==> src/rtl/mac_pkg.sv <==
// rtl/mac_pkg.sv - shared MAC constants and dot-product sequencer state enum
package mac_pkg;

  localparam int MAC_IN_W  = 8;
  localparam int MAC_ACC_W = 32;

  typedef enum logic [2:0] {
    S_IDLE   = 3'd0,
    S_LOAD   = 3'd1,
    S_STREAM = 3'd2,
    S_DRAIN  = 3'd3,
    S_OUT    = 3'd4
  } mac_seq_state_t;

endpackage

==> src/rtl/mac_dot_seq.sv <==
// rtl/mac_dot_seq.sv - sequences one dot-product job into mac_unit and captures the result
module mac_dot_seq
  import mac_pkg::*;
#(
  parameter int VEC_LEN = 16,
  parameter int LEN_W   = 5,
  parameter int MAC_LAT = 2
) (
  input  logic                        clk,
  input  logic                        rst,
  input  logic                        start,
  input  logic signed [MAC_ACC_W-1:0] bias,
  output logic                        busy,
  input  logic                        in_valid,
  output logic                        in_ready,
  input  logic signed [MAC_IN_W-1:0]  in_x,
  input  logic signed [MAC_IN_W-1:0]  in_y,
  input  logic                        in_last,
  output logic                        mac_en,
  output logic                        mac_acc_load,
  output logic signed [MAC_ACC_W-1:0] mac_z,
  output logic signed [MAC_IN_W-1:0]  mac_x,
  output logic signed [MAC_IN_W-1:0]  mac_y,
  input  logic signed [MAC_ACC_W-1:0] mac_result,
  output logic                        out_valid,
  input  logic                        out_ready,
  output logic signed [MAC_ACC_W-1:0] out_data,
  output logic [LEN_W-1:0]            out_count,
  output logic                        out_trunc
);

  localparam int DRAIN_W = (MAC_LAT > 1) ? $clog2(MAC_LAT) : 1;

  mac_seq_state_t              state, state_next;
  logic signed [MAC_ACC_W-1:0] bias_q;
  logic [LEN_W-1:0]            count;
  logic [DRAIN_W-1:0]          drain_cnt;
  logic                        trunc_q;
  logic                        hs;
  logic                        at_max;
  logic                        drain_done;

  // A pair is accepted only in STREAM, where in_ready is the state decode
  assign hs         = in_valid && in_ready;
  assign at_max     = (count == LEN_W'(VEC_LEN - 1));
  assign drain_done = (drain_cnt == DRAIN_W'(MAC_LAT - 1));

  // State register
  always_ff @(posedge clk) begin
    if (rst) state <= S_IDLE;
    else     state <= state_next;
  end

  // Next-state and combinational MAC drive; bubbles feed zero operands so the accumulator holds
  always_comb begin
    state_next   = state;
    busy         = 1'b1;
    in_ready     = 1'b0;
    mac_en       = 1'b0;
    mac_acc_load = 1'b0;
    mac_z        = '0;
    mac_x        = '0;
    mac_y        = '0;
    case (state)
      S_IDLE: begin
        busy = 1'b0;
        if (start) state_next = S_LOAD;
      end
      S_LOAD: begin
        mac_en       = 1'b1;
        mac_acc_load = 1'b1;
        mac_z        = bias_q;
        state_next   = S_STREAM;
      end
      S_STREAM: begin
        in_ready = 1'b1;
        mac_en   = 1'b1;
        if (in_valid) begin
          mac_x = in_x;
          mac_y = in_y;
          if (in_last || at_max) state_next = S_DRAIN;
        end
      end
      S_DRAIN: begin
        mac_en = 1'b1;
        if (drain_done) state_next = S_OUT;
      end
      S_OUT: begin
        if (out_ready) state_next = S_IDLE;
      end
      default: state_next = S_IDLE;
    endcase
  end

  // Job bookkeeping and the registered result slot
  always_ff @(posedge clk) begin
    if (rst) begin
      bias_q    <= '0;
      count     <= '0;
      drain_cnt <= '0;
      trunc_q   <= 1'b0;
      out_valid <= 1'b0;
      out_data  <= '0;
      out_count <= '0;
      out_trunc <= 1'b0;
    end else begin
      case (state)
        S_IDLE: begin
          if (start) begin
            bias_q    <= bias;
            count     <= '0;
            drain_cnt <= '0;
            trunc_q   <= 1'b0;
          end
        end
        S_STREAM: begin
          if (hs) begin
            count <= count + 1'b1;
            if (at_max && !in_last) trunc_q <= 1'b1;
          end
        end
        S_DRAIN: begin
          drain_cnt <= drain_cnt + 1'b1;
          if (drain_done) begin
            out_data  <= mac_result;
            out_count <= count;
            out_trunc <= trunc_q;
            out_valid <= 1'b1;
          end
        end
        S_OUT: begin
          if (out_ready) out_valid <= 1'b0;
        end
        default: ;
      endcase
    end
  end

endmodule

==> config.mk <==
export PLATFORM = sky130hd
export DESIGN_NAME = mac_dot_seq
export DESIGN_NICKNAME = d
export VERILOG_FILES = /design/src/rtl/mac_pkg.sv /design/src/rtl/mac_dot_seq.sv
export SDC_FILE = /design/constraint.sdc
export NUM_CORES = 1
export LEC_CHECK = 0
export CORE_MARGIN = 4
export CORE_UTILIZATION = 40
export CTS_BUF_LIST = sky130_fd_sc_hd__clkbuf_2
export DETAILED_ROUTE_END_ITERATION = 12
export PLACE_DENSITY_LB_ADDON = 0.12
export SLEW_MARGIN = 0
export SYNTH_ARGS = -nofsm -noshare
export SYNTH_HDL_FRONTEND = slang
export SYNTH_SLANG_ARGS = --single-unit
==> constraint.sdc <==
create_clock -name clk -period 1.85 [get_ports clk]
set_clock_uncertainty 0.1 [all_clocks]
set_input_delay 0.2775 -clock clk [delete_from_list [all_inputs] [get_ports clk]]
set_output_delay 0.2775 -clock clk [all_outputs]
set_load 0.03 [all_outputs]
# After elaboration in Yosys (flattened, before gate mapping)
# Cells that the tools add are included.
dict set report word_totals {
  ff_bits 81
  input_bits 86
  output_inout_bits 91
  word_cells 65
}
dict set report classes {
  addsub 2
  eq_ne 12
  n_mux 26
  n_reduce_logical 16
}
# operator n
set op_table {}
lappend op_table {{$mux W32} 1}
lappend op_table {{$mux W8} 4}
lappend op_table {{$mux W3} 5}
lappend op_table {{$pmux W3 S5} 1}
lappend op_table {{$ne A2 B2 Y1 const B} 7}
lappend op_table {{$mux W5} 2}
lappend op_table {{$pmux W5 S2} 1}
lappend op_table {{$mux W1} 9}
lappend op_table {{$eq A3 B2 Y1 const B} 2}
lappend op_table {{$pmux W1 S2} 3}
lappend op_table {{$reduce_and A2 Y1} 3}
lappend op_table {{$reduce_and A3 Y1} 2}
lappend op_table {{$reduce_bool A2 Y1} 3}
lappend op_table {{$add A5 B1 Y5 const B} 1}
lappend op_table {{$eq A5 B4 Y1 const B} 1}
lappend op_table {{$reduce_and A5 Y1} 1}
lappend op_table {{$reduce_and A4 Y1} 1}
lappend op_table {{$eq A3 B1 Y1 const B} 1}
lappend op_table {{$eq A3 B3 Y1 const B} 1}
lappend op_table {{$logic_not A3 Y1} 1}
lappend op_table {{$reduce_or A3 Y1} 1}
lappend op_table {{$logic_and A1 B1 Y1} 2}
lappend op_table {{$add A1 B1 Y1 const B} 1}
lappend op_table {{$logic_not A1 Y1} 1}
lappend op_table {{$logic_or A1 B1 Y1} 1}

# Longest topological paths before layout
dict set report logic_depth {
  depth_word 5
  depth_mapped 6
  mapped_depth_nobuf 6
}

# Least setup slack after synthesis
# No wires, ideal clock.
dict set report synth_timing {
  kind {register to output}
  startpoint {reg state[0]}
  endpoint {out mac_z[10]}
  arrival_time_ps 1606
  required_time_ps 1472
  path_slack_ps -133
  path_stages_with_launch 5
  path_buffers 2
  cell_sequence {dfxtp_1 -> buf_2 -> nor3b_2 -> clkbuf_1 -> and2_1}
}
dict set report synth_between {
  elab_chain_cells 2
}
# element line
set synth_lines {}
lappend synth_lines {{from (decl)} mac_dot_seq.sv:34} ;# mac_seq_state_t state, state_next;
lappend synth_lines {{from (signal assigned)} mac_dot_seq.sv:51} ;# else state <= state_next;
lappend synth_lines {{$eq A3 B1 Y1} mac_dot_seq.sv:64} ;# case (state)
lappend synth_lines {{$mux W32} mac_dot_seq.sv:64}
lappend synth_lines {{to (decl)} mac_dot_seq.sv:21} ;# output logic signed [MAC_ACC_W-1:0] mac_z,
# Every way passes these cells.

# Worst setup path after layout
dict set report layout_timing {
  startpoint {reg state[0]}
  endpoint {out mac_z[13]}
}
# Same word-level chain as after synthesis.

==> results.json <==
{
  "status": "complete, but fails checks",
  "violations": "negative setup slack",
  "drtPass1Iterations": 4,
  "fin_ws_ps": -203.3,
  "yosys_warnings": 0,
  "drt_iter0_markers": 95,
  "slew_headroom_pct": 77.08,
  "power.leakage_nw": 2.357,
  "use_met1_pct": 22.65,
  "synthToLayoutAreaGrowth_pct": 67.71,
  "fin_crit_sh_pct": 111.0,
  "die_y_um": 99.22,
  "async_flop_share_pct": 0,
  "port_buffers": 176,
  "syn_inst": 427,
  "grt_pass1_wl_um": 15390,
  "setup_viol": 50,
  "power_density_nw_per_um2": 623.3,
  "worstSkewPairLatency_ps": 480,
  "grt_util_all_layers_pct": 18.84,
  "finalWeightedCongestion": 0.7565,
  "coreArea_um2": 8134,
  "dieWidth_um": 99.22,
  "hold_path_class": "input port to flip-flop",
  "overflow": 0,
  "initial_core_util_pct": 40.92,
  "grt_use_met2_pct": 31.25,
  "synth-edff-count": 0,
  "vias_per_cell": 4.776,
  "path_clk_slew_ps": 210,
  "synth_area_leader_cell": "dfxtp_1",
  "hold_viol_final": 0,
  "criticalPathCategory": "flip-flop to output port",
  "root_buffer": "clkbuf_2",
  "seq_area_frac_synth_pct": 48.72,
  "routed_wl_um": 9840,
  "use_met3_pct": 6.872,
  "ios": 177,
  "cp-end-kind": "output port",
  "syn_avg_cell_area_um2": 7.794,
  "netlist_area_um2": 3328,
  "synthFlopType": "dfxtp_1",
  "cts_buffers": 9,
  "clockBufferDepth": 2,
  "synth.most_common_cell": "nand2_1",
  "dp_cells": 691,
  "grt_pass1_vias": 3342,
  "busiest_layer": "met2",
  "rsz0062_at_grt": "yes",
  "vias": 3405,
  "synth_common_cells": "nand2_1 (141), dfxtp_1 (81), a21oi_1 (77)",
  "cp.required_ps": 1470,
  "holdWs_ps": 28.36,
  "yosys_register_bits": 81,
  "arrival_ps": 1680,
  "drc": 0,
  "tightest_slew_ps": 345.2,
  "ys_top_cells_by_area": "dfxtp_1 (49%), nand2_1 (16%), a21oi_1 (12%)",
  "ir_drop_mv": 0.3597,
  "synth_fp_nets": 515,
  "ant_nets": 0,
  "drt-wirelength-per-cell_um": 13.80,
  "drive_above_1_share_pct": 20.72,
  "cap_violations": 0,
  "antenna_found_initial": 0,
  "htree_levels": 3,
  "final_cell_count_no_fill": 713,
  "dp_hpwl_um": 6581,
  "fin_crit_ps": 2053,
  "grt_max_degree": 49,
  "cts_tree": "done",
  "synth.distinct_cells": 37,
  "maxSlewViolCount": 0,
  "crit_path_start_kind": "flip-flop",
  "die_area_um2": 9844,
  "nNetsFinal": 692,
  "fp-row-count": 33,
  "n_antenna_cell": 0,
  "cp_max_fo": 8,
  "fmax_mhz": 487.0,
  "synth_top_area_share_pct": 48.72,
  "cts_sinks": 81
}
metrics by stage:
step / instance area (um2) / util [%] / setup TNS, ps / setup WS (ps) / total power, mW
finish: 5582 / 68.62 / -8102 / -203.3 / 3.479
detailed placement: 5160 / 63.44 / -400.7 / -32.14 / 2.534
global placement: 5160 / 63.44 / 0 / 2.458 / 2.527
CTS: 5480 / 67.37 / -11090 / -250.3 / 3.499
floorplan: 3329 / - / 0 / 46.28 / 2.169
global route: 5582 / 68.62 / -14570 / -338.4 / 3.662
placed cells by master, fill, tap and decap left out, drive strengths merged, types with 2 or more instances in the layout:
cell type / n
a21oi: 77
and2: 49
and3: 2
buf: 75
clkbuf: 9
clkdlybuf4s50: 84
clkinv: 4
dfxtp: 81
dlygate4sd2: 39
ha: 2
inv: 7
nand2: 141
nand3b: 2
nand4b: 2
nor2: 6
nor3b: 3
o21ai: 3
or3: 2
power breakdown:
part	switching, mW	internal, mW	leakage, nW
Combinational	0.342	0.408	1.63
Sequential	0.0352	1.81	0.660
Clock	0.587	0.299	0.0693
Total	0.964	2.51	2.36
routing by layer:
layer,vias up,routed length [um]
li1,1731,-
met1,1543,3961
met2,117,4829
met3,14,891
met4,0,157
met5,-,0
cell type report:
class	count	area [um2]
clock inverter	6	57.56
multi-input combinational	308	1648
sequential	81	1633
inverter	6	22.52
fill	681	2552
clock buffer	9	45.04
tap	105	131.4
timing repair buffer	198	2044
path summary, 6_finish.rpt:
check / start / to / slack [ps] / depth (start not counted)
worst min register to register: out_data[27] / out_data[27] / 360 / 2
worst max-delay path: state[0] / mac_z[13] / -200 / 5
worst min-delay path: rst / bias_q[18] / 30 / 2
worst max register to register: state[2] / count[3] / 190 / 4
cells by family after synthesis:
kind of cell | count (synthesis) | synth area share [%]
AO/OA/AOI/OAI | 86 | 13.61
XOR/XNOR | 1 | 0.2632
adder cells (fa/ha/maj) | 2 | 0.7518
buffers and inverters | 38 | 5.112
flip-flops | 81 | 48.72
multiplexers | 1 | 0.3008
AND/OR/NAND/NOR | 218 | 31.24
state kept, by name, indices dropped and copies added, names as in the netlist:
name / cells
trunc_q: 1
out_valid: 1
bias_q: 32
count: 5
out_trunc: 1
drain_cnt: 1
state: 3
out_count: 5
out_data: 32
critical path: stages, from the launching register on:
cell and delay (ps):
dfxtp_4 420, nor3b_4 190, buf_6 150, buf_6 140, and2_1 160, buf_6 140
what timing repair did:
action | CTS | global route
endpoints found under the setup margin | 91 | 52
cloned | 1 | 2
gates resized for setup | 98 | 44
hold buffers | 0 | 0
buffers inserted | 5 | 1
pin swaps | 2 | 1
No activity file was read; power rests on OpenSTA's default activity.
